==> src/rtl/bp_fe_queue_buffer.sv <==
// bp_fe_queue_buffer: circular FIFO decoupling FE fetch from BE issue; `define BP_FE_QUEUE_BUFFER_STATS_EN adds hwm_o/flush_drop_o
module bp_fe_queue_buffer #(
  parameter int fe_queue_width_p = 128,
  parameter int els_p = 8,
  localparam int ptr_width_lp = (els_p > 1) ? $clog2(els_p) : 1,
  localparam int cnt_width_lp = $clog2(els_p + 1)
) (
  input  logic                        clk_i,
  input  logic                        reset_i,
  input  logic [fe_queue_width_p-1:0] fe_queue_i,
  input  logic                        fe_queue_v_i,
  output logic                        fe_queue_ready_o,
  output logic [fe_queue_width_p-1:0] fe_queue_o,
  output logic                        fe_queue_v_o,
  input  logic                        fe_queue_yumi_i,
  input  logic                        flush_i,
  output logic [cnt_width_lp-1:0]     count_o
`ifdef BP_FE_QUEUE_BUFFER_STATS_EN
  ,output logic [cnt_width_lp-1:0]    hwm_o
  ,output logic [15:0]                flush_drop_o
`endif
);
  localparam logic [ptr_width_lp-1:0] last_ptr = ptr_width_lp'(els_p - 1);
  localparam logic [cnt_width_lp-1:0] full_cnt = cnt_width_lp'(els_p);
  logic [fe_queue_width_p-1:0] mem [els_p];
  logic [ptr_width_lp-1:0] wptr, rptr;
  logic [cnt_width_lp-1:0] count;
  logic enq, deq;
  // handshakes and head data; head is forced to zero while empty so stale storage never leaks
  always_comb begin
    fe_queue_ready_o = (count != full_cnt) & ~flush_i;
    fe_queue_v_o = count != '0;
    enq = fe_queue_v_i & fe_queue_ready_o;
    deq = fe_queue_yumi_i & fe_queue_v_o & ~flush_i;
    fe_queue_o = fe_queue_v_o ? mem[rptr] : '0;
    count_o = count;
  end
  // pointers and occupancy; flush wins over any enqueue/dequeue in the same cycle
  always_ff @(posedge clk_i or posedge reset_i)
    if (reset_i) begin
      wptr <= '0;
      rptr <= '0;
      count <= '0;
    end else if (flush_i) begin
      wptr <= '0;
      rptr <= '0;
      count <= '0;
    end else begin
      if (enq) wptr <= (wptr == last_ptr) ? '0 : wptr + 1'b1;
      if (deq) rptr <= (rptr == last_ptr) ? '0 : rptr + 1'b1;
      count <= count + cnt_width_lp'(enq) - cnt_width_lp'(deq);
    end
  // entry storage is deliberately left unreset
  always_ff @(posedge clk_i)
    if (enq) mem[wptr] <= fe_queue_i;
`ifdef BP_FE_QUEUE_BUFFER_STATS_EN
  logic [16:0] drop_sum;
  assign drop_sum = {1'b0, flush_drop_o} + 17'(count);
  // high-water mark and saturating count of entries discarded by flushes
  always_ff @(posedge clk_i or posedge reset_i)
    if (reset_i) begin
      hwm_o <= '0;
      flush_drop_o <= '0;
    end else begin
      if (count > hwm_o) hwm_o <= count;
      if (flush_i) flush_drop_o <= drop_sum[16] ? 16'hFFFF : drop_sum[15:0];
    end
`endif
  a_yumi_valid: assert property (@(posedge clk_i) disable iff (reset_i) fe_queue_yumi_i |-> fe_queue_v_o);
  a_count_range: assert property (@(posedge clk_i) disable iff (reset_i) count <= full_cnt);
  a_enq_known: assert property (@(posedge clk_i) disable iff (reset_i) enq |-> !$isunknown(fe_queue_i));
endmodule

==> config.mk <==
export PLATFORM = sky130hd
export DESIGN_NAME = bp_fe_queue_buffer
export DESIGN_NICKNAME = d
export VERILOG_FILES = /design/src/rtl/bp_fe_queue_buffer.sv
export SDC_FILE = /design/constraint.sdc
export NUM_CORES = 1
export LEC_CHECK = 0
export BUFFER_PORTS_ARGS = -buffer_cell sky130_fd_sc_hd__buf_2
export CORE_UTILIZATION = 40
export DETAILED_ROUTE_END_ITERATION = 10
export GPL_ROUTABILITY_DRIVEN = 1
export PLACE_DENSITY = 0.7
export SYNTH_ARGS = -nofsm -noshare
export SYNTH_HDL_FRONTEND = slang
export SYNTH_SLANG_ARGS = --single-unit
==> constraint.sdc <==
create_clock -name clk_i -period 14.65 [get_ports clk_i]
set_clock_uncertainty 0.05 [all_clocks]
set_input_delay 1.465 -clock clk_i [delete_from_list [all_inputs] [get_ports clk_i]]
set_output_delay 1.465 -clock clk_i [all_outputs]
set_load 0.005 [all_outputs]
==> results by group, run 1 <==
Status
  • Status: complete, no violations

Route
  • DR vias/cell: between 5 and 6
  • Routed WL: roughly 80,000 um
  • Detailed Route Iter0 Violations: between 1,500 and 2,000
  • DRT antenna net count: 0
  • Drt first pass iters: 5
  • DRC violation count after routing: 0
  • Vias: between 15,000 and 20,000
  • Drt wl/cell: between 20 and 25 um

Global route
  • Tot GR Track Use: roughly 16%
  • Global-route wire length before repair: 118,000 um
  • Largest net degree at the start of global routing: between 100 and 150
  • Met1 Use GR: around a fifth
  • Grt ovf: 0
  • Antenna violations before repair: 11
  • M2 GR Usage: about 28%
  • GR Layer Usage met3: under 10%
  • Most Crowded Layer GR: met2
  • Vias in the first global route: ~19,000

Floorplan
  • I/O pin count: 267
  • Core ar.: 0.0967 mm2
  • Die width: ~310 um
  • Initial Util: between 40% and 50%
  • Rows: between 100 and 150
  • Die Span Y: 314 um
  • Die ar.: just under 0.1 mm2

Power and ir drop
  • Cell Int Power: between 5000 and 6000 uW
  • P per Cell Area: 165 mW/mm2
  • Max VDD drop: 126 uV
  • Sw frac: 25.6%
  • Part of the power in combinational logic: about a fifth
  • Total net switching power: ~1900 uW
  • Flop pwr share: a little under half
  • Clk pwr share: ~34%
  • Leakage: 0.0145 uW

Timing
  • Slew @ Worst Pin: about 1.0 ns
  • Final setup vio count: 0
  • Period utilization: roughly 46%
  • Slew HR: between 30% and 40%
  • Crit path setup slack, layout: 7.94 ns
  • Slew Viols, Final: 0
  • Fin. Hold Viols: 0
  • Final min period: roughly 6.7 ns
  • Unrepaired setup endpoints after global routing: no
  • Fmax achieved: ~0.15 GHz
  • Setup_tns: 0 ns

CTS
  • CTS tree: yes
  • Root buf cell: clkbuf_16
  • Post-CTS Hold Fix Bufs: 0
  • CTS Buf Count: between 100 and 150
  • Clk buf depth: 3
  • Worst skew pair latency: 0.66 ns
  • # resized after CTS: 0
  • H-tree levels: 3
  • Clock Sinks: 1,034
  • Post-CTS Setup Bufs: 0
  • Clock-pin transition on the worst setup and hold timing paths: 0.06 ns

Worst setup path
  • CP Capture Type: output port
  • CP arrival: about 5.2 ns
  • Critical path data required time: roughly 13 ns
  • R2R depth: 7
  • Most used cell, CP: buf_4
  • Critical R2R Launch: count_o[2]$_DFF_PP0_
  • Critical path cell sequence: buf_4 -> buf_4 -> buf_4 -> mux4_2 -> a22o_1 -> buf_2
  • Critical path type: register to output port
  • CP bufs+invs: 4
  • FF-to-FF setup slack: 11.37 ns
  • Critical path peak fanout: 48
  • Worst path slowest cell: dfrtp_4
  • Critical R2R Capture: mem[6][87]$_DFFE_PP_
  • CP top delay family: buffers and inverters
  • Crit path launch type: register
  • CP peak stage delay: between 0.9 and 1 ns

Final layout
  • Fillers: 7,869
  • Layout area overhead: 15.3%
  • Nets@finish: roughly 2,000
  • Share of layout cells above drive strength 1: around 35%
  • Finished Cell Area: between 0.04 and 0.05 mm2

Synth
  • Leading register cell type out of synthesis: edfxtp_1
  • Synth Area per Inst: 24.9 um2
  • Post-synthesis cell area: 0.0390 mm2
  • Post-synth EDFFs: 1,024
  • Post-Syn Nets: ~1,700
  • Flops & latches, synth: 1,034
  • Post-synthesis sequential area ratio: 79.5%
  • Netlist cell types: 35
  • Post-Synthesis Cells: 1,569
  • YS warnings: 0
  • Ys async rst share: less than 1%

Place
  • Placed cell areas: between 0.04 and 0.05 mm2
  • Port-buffer cells: 266
  • Post-Place Worst Slack: 8.44 ns
  • Final GP Congestion: 0.706
  • Post-DP HPWL: slightly above 40,000 um

Flow run
  • Max cap viols: 0

Worst hold path
  • Hold path start: rptr[2]$_DFFE_PP0P_
  • Hold depth: 2
  • Hold crit path type: register to register
  • Hold Path Sink: rptr[2]$_DFFE_PP0P_
[worst max-delay path by stage]
stage / cells past startpoint / endpoint / from / slack [ns]
2_1_floorplan: 3 / mem[4][0]$_DFFE_PP_ / fe_queue_v_i / 3.26
3_3_place_gp: 6 / fe_queue_o[77] / rptr[0]$_DFFE_PP0P_ / 8.49
3_5_place_dp: 6 / fe_queue_o[77] / rptr[0]$_DFFE_PP0P_ / 8.44
4_1_cts: 6 / fe_queue_o[77] / rptr[0]$_DFFE_PP0P_ / 7.69
5_1_grt: 6 / fe_queue_o[77] / rptr[0]$_DFFE_PP0P_ / 7.45
6_report: 6 / fe_queue_o[69] / rptr[0]$_DFFE_PP0P_ / 7.94
[power groups by stage]
stage / Clock, uW / Combinational, uW / Sequential, uW
after floorplan: 0 / 999 / 3480
after global placement: 0 / 1470 / 3490
after detailed placement: 0 / 1480 / 3500
after CTS: 2600 / 1490 / 3440
after global routing: 2710 / 1560 / 3450
final: 2540 / 1450 / 3430
[cells in the final DEF (no fill, tap or decap), types with 2 or more instances in the layout]
cell        Yosys  final
buf_2          21    266
o21ai_0         3      3
diode_2         0      2
nor2_1          6      2
clkbuf_1       35     22
nand3_1         2      2
nand2_1         2      2
mux4_2        241    241
nor3_2          0      4
nor2b_1         6      6
a22o_1        128    128
nand2b_1        5      5
bufinv_16       0      6
mux2i_1         2      2
mux4_1         15     15
clkbuf_16       0    108
nor2_4          0      4
clkinv_1        0     26
inv_6           0      3
edfxtp_1     1024   1024
ha_1           10     10
clkinvlp_4      0      6
clkinv_2        0     22
dfrtp_4         0      2
buf_12         11      5
a21oi_1         4      4
clkinv_4        0      2
buf_4          10     23
dfrtp_1        10      8
inv_1           7      7
[flip-flops by register name, summed over array words and instances (netlist names)]
signal,count
count_o,4
mem,1024
rptr,3
wptr,3
[worst reg2reg max path: cells and delay by family, from the launching register on]
kind | cells | cell delay, ns
flip-flops | 1 | 0.35
AND/OR/NAND/NOR | 3 | 0.69
buffers and inverters | 3 | 1.55
adder cells (fa/ha/maj) | 1 | 0.19
[routing by layer]
layer  share of wire [%]  wire length [um]  up-vias
met5                0.15               124        -
li1                    -                 -     7491
met1                  41             33100     9400
met2                  51             41100      467
met4                 2.0              1620       20
met3                 5.6              4480      133
[logic make-up (layout without fill, tap and decap cells)]
logic type      count (synthesis)  in the layout  share of synthesized area (%)
compound gates                136            136                           2.98
fa+ha+maj                      11             11                          0.372
buf+inv                        95            499                           1.65
flops                        1034           1034                           79.5
mux                           260            260                           15.0
xor+xnor                        1              1                         0.0225
other cells                     0              2                              0
simple gates                   32             32                          0.488
[final cells by class]
type / instances / area (um2) / share of cell area (%)
inverter: 8 / 30.0 / 0.0668
tap: 1276 / 1600 / 3.55
timing repair buffer: 294 / 1600 / 3.57
multi-input combinational: 440 / 7440 / 16.5
clock buffer: 130 / 2790 / 6.19
sequential: 1034 / 31000 / 68.9
clock inverter: 67 / 504 / 1.12
antenna: 2 / 5.00 / 0.0111
[cells in the mapped netlist, drive strengths merged (4+ instances only)]
| cell | count | area (um2) |
|---|---|---|
| ha | 10 | 125 |
| nor2 | 6 | 22.5 |
| inv | 8 | 30.0 |
| nor3 | 5 | 25.0 |
| mux4 | 256 | 5820 |
| edfxtp | 1024 | 30700 |
| nor2b | 6 | 37.5 |
| clkbuf | 37 | 159 |
| buf | 50 | 453 |
| a22o | 128 | 1120 |
| dfrtp | 10 | 250 |
| a21oi | 4 | 20.0 |
| nand2b | 5 | 31.3 |
[per-stage QoR]
stage,hold WS [ns],utilization (%),total power [uW],std cells
after floorplan,0.501,-,4480,1569
after global placement,0.563,43.1,4960,3052
after detailed placement,0.601,43.1,4980,3052
after global routing,0.647,46.5,7710,3249
after CTS,0.609,46.5,7520,3249
final,0.614,46.5,7420,3251
No activity file was read; power rests on OpenSTA's default activity.
==> run 2, diff against run 1 <==
==> constraint.sdc (replaced) <==
create_clock -name clk_i -period 5.5 [get_ports clk_i]
set_clock_uncertainty 0.05 [all_clocks]
set_input_delay 0.55 -clock clk_i [delete_from_list [all_inputs] [get_ports clk_i]]
set_output_delay 0.55 -clock clk_i [all_outputs]
set_load 0.005 [all_outputs]
==> run 2 against run 1 <==
  * Register-to-register slack got worse by 8.9 ns
  * Combinational power increased to 2.7 times the previous value
  * Worst setup slack got worse by 6.4 ns
  * Count of clock-buffer cells in the layout decreased by 5
  * Die area unchanged
  * Non-clock buffer count increased by 3
  * Cell area increased by 0.75%
  * Critical path depth increased by 2
  * Via count increased by 0.88%
  * Global-route usage increased by 0.28 points
  * Final cell count about the same
  * Highest routed layer unchanged
==> results by group, run 2 (synthesized netlist as in run 1, its figures left out) <==
Timing
  • Fin. Hold Viols: 0 (unchanged)
  • Fmax achieved: 0.255 GHz
  • Unrepaired setup endpoints after global routing: no
  • Setup_tns: 0 ns (unchanged)
  • Final setup vio count: 0 (unchanged)
  • Final worst hold slack: 0.0936 ns (-0.520 ns)
  • Crit path setup slack, layout: 1.58 ns (-6.36 ns)
  • Slew HR: 27.1% (-3.1 points)
  • Slew @ Worst Pin: 1.09 ns (+0.0460 ns)
  • Final min period: between 3 and 4 ns
  • Period utilization: 71.2%
  • Slew Viols, Final: 0 (unchanged)

Global route
  • Vias in the first global route: 19,143 (+1.3%)
  • Antenna violations before repair: 8 (-3)
  • Global-route wire length before repair: 120,000 um (+1.5%)
  • Grt ovf: 0 (unchanged)
  • Largest net degree at the start of global routing: 90 (-30%)
  • Tot GR Track Use: 16.5% (+0.28 points)

Place
  • Final GP Congestion: 0.731 (+3.5%)
  • Port-buffer cells: 266 (unchanged)
  • Post-Place Worst Slack: 2.19 ns (-6.25 ns)
  • Post-DP HPWL: 41,900 um (+2.6%)

Route
  • Detailed Route Iter0 Violations: 1,605 (+6.1%)
  • DR vias/cell: 5.44 (+0.94%)
  • Drt first pass iters: 4 (-1)
  • DRT antenna net count: 0 (unchanged)
  • DRC violation count after routing: 0 (unchanged)
  • Routed WL: 81,700 um (+1.6%)
  • Vias: 17,665 (+0.88%)
  • Drt wl/cell: 25.1 um (+1.7%)

Floorplan
  • Rows: 114 (unchanged)
  • Core ar.: 0.0967 mm2 (unchanged)
  • Die ar.: 0.0988 mm2 (unchanged)
  • Die width: 314 um (unchanged)
  • Die Span Y: 314 um (unchanged)
  • I/O pin count: 267 (unchanged)
  • Initial Util: 40.3% (unchanged)

Worst setup path
  • Critical path data required time: 4.90 ns (-8.24 ns)
  • Critical path origin: count_o[2]$_DFF_PP0_
  • Worst path slowest cell: and2_4
  • CP Capture Type: output port
  • Crit path launch type: register
  • CP peak stage delay: 0.85 ns (-0.08 ns)
  • Critical path peak fanout: 58 (+21%)
  • Critical R2R Launch: count_o[2]$_DFF_PP0_
  • Critical path type: register to output port
  • Critical path cell sequence: inv_1 -> ha_1 -> nor3b_4 -> inv_2 -> and2_4 -> buf_4 -> a22o_1 -> buf_2
  • CP arrival: 3.32 ns (-1.88 ns)

Final layout
  • Biggest register: mem
  • Share of layout cells above drive strength 1: 35.7% (+0.27 points)
  • Most common cell after layout, fill and taps aside: edfxtp_1
  • Layout area overhead: 16.1%
  • Post-layout util: 46.9% (+0.35 points)
  • Commonest cells after routing, fill and taps aside: 1,024 x edfxtp_1, 266 x buf_2, 241 x mux4_2
  • Nets@finish: 2,031 (+0.25%)
  • Max reg flops: 1,024 (unchanged)

CTS
  • CTS Buf Count: 106 (+1.9%)
  • Worst skew pair latency: 0.66 ns (about the same)
  • Root buf cell: clkbuf_16
  • CTS tree: yes
  • Clk buf depth: 3 (unchanged)
  • Clock Sinks: 1,034 (unchanged)
  • H-tree levels: 3 (unchanged)
  • Clock-pin transition on the worst setup and hold timing paths: 0.06 ns (about the same)

Worst hold path
  • Hold path start: fe_queue_i[83]
  • Hold crit path type: input port to register

Power and ir drop
  • Sw frac: 25.3% (-0.29 points)
  • Leakage: 0.0146 uW (+0.89%)
  • Part of the power in combinational logic: 19.6% (about the same)
  • Clk pwr share: 35.0% (+0.8 points)
  • Cell Int Power: 15,000 uW (+170%)
  • Max VDD drop: 357 uV (+180%)
  • P per Cell Area: 443 mW/mm2 (+170%)
  • Flop pwr share: 45.4% (-0.9 points)
  • Total net switching power: 5070 uW (+170%)

Status
  • Status: complete, no violations

Flow run
  • Max cap viols: 0 (unchanged)
run 2: changes by cell type in the layout (fill, tap and decap cells not counted), sizes merged, moves of 2 or more:
cell	before	now
bufinv	6	11
buf	294	296
clkinv	51	49
clkbuf	130	125
clkinvlp	6	3
run 2: worst paths after layout:
path | endpoint | slack [ns] | cells after the start
max in group asynchronous | rptr[0]$_DFFE_PP0P_ | 4.73 | 3
hold reg to reg | rptr[2]$_DFFE_PP0P_ | 0.60 | 2
hold / removal | mem[6][83]$_DFFE_PP_ | 0.09 | 1
min in group asynchronous | rptr[1]$_DFFE_PP0P_ | 0.35 | 3
setup / recovery | fe_queue_o[92] | 1.58 | 8
setup reg to reg | mem[3][65]$_DFFE_PP_ | 2.51 | 6
run 2: through the flow:
| stage | total power (uW) | cell area (um2) | cells |
|---|---|---|---|
| finish | 20100 | 45300 | 3249 |
| global route | 20900 | 45300 | 3248 |
| CTS | 20400 | 45300 | 3248 |
| detailed placement | 13300 | 41900 | 3054 |
| global placement | 13200 | 41900 | 3054 |
| floorplan | 11900 | 39000 | 1569 |
run 2: area by class of cell:
class                      instances  area (um2)
antenna                            1        2.50
clock buffer                     125        2790
clock inverter                    68         643
fill                            7895       51400
inverter                           8        30.0
multi-input combinational        440        7460
sequential                      1034       31000
tap                             1276        1600
timing repair buffer             297        1780
run 2: power by group through the flow:
stage / logic, uW / registers (uW) / clock network [uW]
2_1_floorplan: 2660 / 9240 / 0
5_1_grt: 4250 / 9130 / 7480
3_3_place_gp: 3970 / 9250 / 0
3_5_place_dp: 4020 / 9280 / 0
4_1_cts: 4040 / 9110 / 7200
6_report: 3940 / 9110 / 7020
run 2: critical path: cells and delay by family (launching register included):
family | cells | cell delay (ns)
fa+ha+maj | 1 | 0.20
buf+inv | 4 | 0.81
compound gates | 1 | 0.24
flops | 1 | 0.35
simple gates | 2 | 1.03
run 2: timing repair:
item | CTS | global route
gates resized for setup | 0 | 0
hold endpoints to repair | 10 | 0
hold buffers | 1 | 0
setup buffers | 0 | 0
run 2: routing by layer:
metal | wire length [um] | up-vias | global-route usage (%)
met5 | 99 | - | 0
met2 | 40500 | 509 | 26.9
met4 | 1550 | 16 | 4.77
met1 | 33900 | 9523 | 21.9
met3 | 5610 | 127 | 4.24
li1 | - | 7490 | -
